**src/rtl/if_id_fifo.sv**
```systemverilog
// if_id_fifo: circular PC/instruction buffer between fetch and decode.
// Fetch pushes under if_valid_i/if_ready_o. Decode pops the oldest entry
// under id_valid_o/id_ready_i. A flush discards every buffered entry.
module if_id_fifo #(
  parameter int unsigned DEPTH    = 2,
  parameter logic [31:0] NOP_INST = 32'h00000013
) (
  input  logic                         clk,
  input  logic                         rst,
  input  logic [31:0]                  if_pc_i,
  input  logic [31:0]                  if_inst_i,
  input  logic                         if_valid_i,
  output logic                         if_ready_o,
  output logic [31:0]                  id_pc_o,
  output logic [31:0]                  id_inst_o,
  output logic                         id_valid_o,
  input  logic                         id_ready_i,
  input  logic                         flush_i,
  output logic [$clog2(DEPTH+1)-1:0]   cnt_o
);

  localparam int unsigned AW = $clog2(DEPTH);
  localparam int unsigned CW = $clog2(DEPTH + 1);
  localparam logic [CW-1:0] FULL_CNT = CW'(DEPTH);

  logic [31:0]   r_pc_mem   [DEPTH];
  logic [31:0]   r_inst_mem [DEPTH];
  logic [AW-1:0] r_wr_ptr;
  logic [AW-1:0] r_rd_ptr;
  logic [CW-1:0] r_count;

  logic w_ready;
  logic w_valid;
  logic w_push;
  logic w_pop;

  // Readiness and validity come from registered occupancy only, so a pop
  // in a full cycle cannot open room for a push in that same cycle.
  assign w_ready = (r_count != FULL_CNT);
  assign w_valid = (r_count != '0);
  assign w_push  = if_valid_i & w_ready & ~flush_i;
  assign w_pop   = w_valid & id_ready_i & ~flush_i;

  // Pointer and occupancy update; flush clears everything and wins over push/pop.
  always_ff @(posedge clk or posedge rst) begin
    if (rst) begin
      r_wr_ptr <= '0;
      r_rd_ptr <= '0;
      r_count  <= '0;
    end else if (flush_i) begin
      r_wr_ptr <= '0;
      r_rd_ptr <= '0;
      r_count  <= '0;
    end else begin
      if (w_push) r_wr_ptr <= r_wr_ptr + AW'(1);
      if (w_pop)  r_rd_ptr <= r_rd_ptr + AW'(1);
      case ({w_push, w_pop})
        2'b10:   r_count <= r_count + CW'(1);
        2'b01:   r_count <= r_count - CW'(1);
        default: r_count <= r_count;
      endcase
    end
  end

  // Entry storage: written only on an accepted push, no reset needed.
  always_ff @(posedge clk) begin
    if (w_push) begin
      r_pc_mem[r_wr_ptr]   <= if_pc_i;
      r_inst_mem[r_wr_ptr] <= if_inst_i;
    end
  end

  // Head entry presented to decode; a NOP with PC 0 when nothing is buffered.
  always_comb begin
    id_pc_o   = '0;
    id_inst_o = NOP_INST;
    if (w_valid) begin
      id_pc_o   = r_pc_mem[r_rd_ptr];
      id_inst_o = r_inst_mem[r_rd_ptr];
    end
  end

  assign if_ready_o = w_ready;
  assign id_valid_o = w_valid;
  assign cnt_o      = r_count;

endmodule

```
**config.mk**
```make
export PLATFORM = sky130hd
export DESIGN_NAME = if_id_fifo
export DESIGN_NICKNAME = d
export VERILOG_FILES = /design/src/rtl/if_id_fifo.sv
export SDC_FILE = /design/constraint.sdc
export NUM_CORES = 1
export LEC_CHECK = 0
export ABC_AREA = 1
export CAP_MARGIN = 40
export CORE_ASPECT_RATIO = 0.8
export CORE_MARGIN = 2
export CORE_UTILIZATION = 48
export CTS_CLUSTER_DIAMETER = 40
export CTS_CLUSTER_SIZE = 8
export DETAILED_ROUTE_END_ITERATION = 8
export GPL_TIMING_DRIVEN = 0
export PLACE_DENSITY = 0.83
export SETUP_SLACK_MARGIN = 0.1
export SLEW_MARGIN = 5
export SYNTH_ARGS = -nofsm -noshare
export SYNTH_HDL_FRONTEND = slang
export SYNTH_SLANG_ARGS = --single-unit
```
**constraint.sdc**
```tcl
create_clock -name clk -period 4.2 [get_ports clk]
set_input_delay 1.26 -clock clk [delete_from_list [all_inputs] [get_ports clk]]
set_output_delay 1.26 -clock clk [all_outputs]
set_load 0.03 [all_outputs]
```
== Yosys cells after proc, flatten, opt, wreduce, memory -nomap -nowiden ==
Memory sizes are Yosys's and may differ from the RTL's.
Cells that the tools add are included.
Operators by class
  reductions and logical operators: 4
  add/sub/neg operators: 4
  equal/unequal tests: 3
  bitwise operators: 5
  multiplexer cells: 10
Operators by type and width (number)
  2-to-1 mux 32 bit: 2
  2-to-1 mux 1 bit: 6
  nonzero test 2 bit: 3
  AND 1 bit: 4
  case mux 2 bit (2 select lines): 1
  nonzero test 3 bit: 1
  adder 1 bit, second input constant: 2
  adder 2 x 1 -> 2 bit, second input constant: 1
  equality test 2 x 1 -> 1 bit, second input constant: 1
  equality test 2 bit, second input constant: 1
  2-to-1 mux 2 bit: 1
  inequality test 2 bit, second input constant: 1
  subtractor 2 x 1 -> 2 bit, second input constant: 1
  NOT 1 bit: 1
Storage, ports and cells
  output and inout bits: 68
  bits in writable memories: 128
  input bits: 69
  bits in registers: 4
  memories: 2
Memories
  r_inst_mem: words 2, bits a word 32, read ports 1, clocked after memory_dff 0, wr ports 1, RTL line 27  | logic [31:0] r_inst_mem [DEPTH];
  r_pc_mem: words 2, bits a word 32, read ports 1, clocked after memory_dff 0, wr ports 1, RTL line 26  | logic [31:0] r_pc_mem [DEPTH];

== Logic depth before layout (Yosys ltp) ==
  depth after elaboration: 6
  gate-level depth with buffers: 7

== Worst setup path after synthesis ==
Ideal clock, no wire load.
  kind: in2reg
  from: input if_valid_i
  to: memory r_inst_mem[0][0] (enable)
  data arrival time: 4215 ps
  library setup time: 486 ps
  stages on the path: 4
  setup slack: -501 ps
  data required time: 3714 ps
  cell sequence: inv_1 a21oi_1 nand2_1 nor2_1
Between the ends
  word-level cells in the longest chain between the ends: 4
RTL lines
  from (decl): RTL line 12  | input logic if_valid_i,
  AND 1 bit (2 in a row): RTL line 41  | assign w_push = if_valid_i & w_ready & ~flush_i;
  2-to-1 mux 1 bit: RTL line 67  | if (w_push) begin
  2-to-1 mux 1 bit (not written as such): RTL line 69  | r_inst_mem[r_wr_ptr] <= if_inst_i;
  to (decl): RTL line 27
Every way passes these cells.

== Worst setup path in the final report ==
  from: register r_rd_ptr
  to: output id_inst_o[11]
Between the ends
  word-level cells in the longest chain between the ends: 2
RTL lines
  from (decl): RTL line 29  | logic [AW-1:0] r_rd_ptr;
  from (signal assigned): RTL line 56  | if (w_pop) r_rd_ptr <= r_rd_ptr + AW'(1);
  memory (2 x 32 bit)
  2-to-1 mux 32 bit: RTL line 77  | if (w_valid) begin
  to (decl): RTL line 15  | output logic [31:0] id_inst_o,
Every way passes these cells.

==> impl_results.md <==
- Post-layout nets: 606
- Residual DRC: 0
- Post-CTS setup buffers: 0
- Switch share: 23.6%
- Max Fclk: 276 MHz
- Cells after DPL: 658
- Ports: 137
- Via Count: 3,479
- Drt pass-1 iters: 4
- Clock Tree Root: clkbuf_16
- WP buf/inv: 4
- Placer Congestion: 0.808
- Overflow after GRT: 0
- DR iter-0 viols: 222
- Die Height: 95.2 um
- Num CTS Buffers: 17
- Vias per inst: 5.06
- Core footprint: 10,200 sq um
- Fin. Hold Viols: 0
- Fin util: 71.5%
- Min-delay src: r_wr_ptr
- Most used cell, CP: buf_2
- CP Data Required Time: 2.94 ns
- Synth warn: 0
- WS Path Type: reg2out
- Starting Density: 48.9%
- FF-to-FF Start: cnt_o[1]
- # resized after CTS: 0
- Clock Pin Slew Worst Setup and Hold Paths: 0.05 ns
- Count of cell types in the netlist: 15
- Cell count after synthesis: 378
- Vias in the first global route: 3,579
- Pwr/cell area: 509 nW/um^2
- Area Overhead vs Synth: 46.2%
- Final ANT Viol Nets: 0
- CP delay by family, top: buffers and inverters
- DIE AREA: 11,200 sq um
- Clk buf depth: 2
- Post-DP HPWL: 7510 um
- Clock skew: 0.00652 ns
- Total track usage: 20.9%
- Hold Buf Count CTS: 0
- CP Cell Sequence: inv_1 -> buf_2 -> buf_2 -> nand2_1 -> a21oi_1 -> clkdlybuf4s50_1
- Layout cells sized above 1: 10.4%
- Crit Path Max Fanout: 10
- RSZ-0062 raised after global routing: no
- Pins Over Slew Limit: 0
- ANT cells: 0
- Worst hold margin: 0.570 ns
- Final min period: 3.63 ns
- Post-Syn Area per Cell: 13.2 sq um
- Clock network power share: 44.3%
- Slew headroom: 58.6%
- Worst Tran Pin Value: 0.620 ns
- Int Pwr: 2840 uW
- Worst Setup End Kind: output pin
- Flop-to-flop setup slack: 2.15 ns
- Worst-Skew Late Latency: 0.40 ns
- Initial antenna violation count: 0
- Clock Sinks: 132
- TritonCTS clock tree: yes
- H-tree lvl count: 4
- Standard-cell rows: 33
- Syn Std Cell Area: 4990 sq um
- Arrival time worst endpoint: 2.37 ns
- Port-buffer cells: 136
- Largest net degree at the start of global routing: 27
- #FFs+latches synth: 132
- Worst path max stage delay: 0.71 ns
- Comb pwr share: 14.8%
- Fin crit share: 86.4%
- Synth Net Count: 447
- Setup-failing EPs final: 0
- LEAKAGE: 0.00262 uW
- Drt wl/cell: 16.6 um
- NetSw: 877 uW
- Max-Cap Viols: 0
- Die Width: 118 um
- Seq pwr share: 40.9%
- Crit path launch type: flop
- CP startpoint: r_rd_ptr
- Routed wire length: 11,400 um
- Final non-filler cell total: 688
- Register area share after synthesis: 79.0%
- First-pass GRT wire length: 17,800 um
- Max stage delay cell, worst path: clkdlybuf4s50_1
- Outcome: complete, no violations
- Min-Delay Path Class: reg2reg
- VDD IR max: 0.277 mV
-- per-layer routing --
metal	vias up	wire length [um]	track usage, %	share of wire (%)
li1	1651	-	-	-
met3	13	624	5.26	5.5
met2	134	5910	36.7	52
met4	0	123	7.03	1.1
met1	1681	4750	25.6	42
met5	-	0	0	0
-- cell usage in the layout, fill, tap and decap left out --
cell type and instances:
nor2_2 1, clkdlybuf4s50_1 136, clkbuf_1 3, edfxtp_1 128, buf_16 2, buf_12 2, nand2_2 1, nand2_1 137
inv_1 6, bufinv_16 6, dfrtp_1 4, clkinvlp_4 2, o21ai_1 1, nor2_4 2, inv_2 2, buf_2 18
nor2_1 2, o21ai_0 1, inv_6 1, a21oi_1 64, nand4_1 1, clkinv_4 3, nand3_1 8, clkbuf_16 17
-- final timing paths --
check                      cells after the start             end
hold reg to reg                                1        r_wr_ptr
max in group asynchronous                      2        r_rd_ptr
min in group asynchronous                      2        cnt_o[1]
setup / recovery                               6   id_inst_o[11]
setup reg to reg                               4  r_pc_mem[1][4]
hold / removal                                 1        r_wr_ptr
-- power by group through the flow --
stage,clock network (uW),registers [uW],logic (uW)
4_1_cts,1670,1520,555
3_5_place_dp,0,1550,551
2_1_floorplan,0,1550,279
5_1_grt,1720,1520,591
3_3_place_gp,0,1550,528
6_report,1640,1520,550
-- kinds of logic (layout without fill, tap and decap cells) --
| logic type | count (synthesis) | in the layout | share of synthesized area [%] |
|---|---|---|---|
| AO/OA/AOI/OAI | 66 | 66 | 6.62 |
| AND/OR/NAND/NOR | 152 | 152 | 11.8 |
| buffers and inverters | 28 | 198 | 2.56 |
| flip-flops | 132 | 132 | 79.0 |
-- registers in the layout, summed over array words and instances, names as in the netlist --
name and flops:
r_pc_mem 64, r_inst_mem 64, r_rd_ptr 1, cnt_o 2
r_wr_ptr 1
-- final cells by class --
| cell class | instances | area, sq um |
|---|---|---|
| Timing Repair Buffer | 140 | 1460 |
| Buffer | 20 | 97.6 |
| Clock buffer | 18 | 429 |
| Tap cell | 140 | 175 |
| Inverter | 8 | 30.0 |
| Fill cell | 701 | 2900 |
| Multi-Input combinational cell | 218 | 933 |
| Sequential cell | 132 | 3940 |
| Clock inverter | 12 | 230 |
-- metrics by stage --
step / setup WS, ns / instance area (sq um) / TNS (ns) / total power, uW
detailed placement: 0.814 / 6640 / 0 / 2100
global placement: -2.49 / 6530 / -316.27 / 2080
floorplan: -0.501 / 4990 / -64.19 / 1830
finish: 0.571 / 7300 / 0 / 3710
CTS: 0.494 / 7300 / 0 / 3740
global route: 0.336 / 7300 / 0 / 3830
-- cell usage after synthesis (all sizes together) --
master / count / area share (%)
clkbuf: 2 / 0.15
a21oi: 64 / 6.4
nand4: 1 / 0.13
o21ai: 2 / 0.20
buf: 18 / 1.8
dfrtp: 4 / 2.0
edfxtp: 128 / 77
inv: 8 / 0.60
nand3: 8 / 0.80
nor2: 5 / 0.43
nand2: 138 / 10
Note: power is estimated with default switching activity, not from simulation.
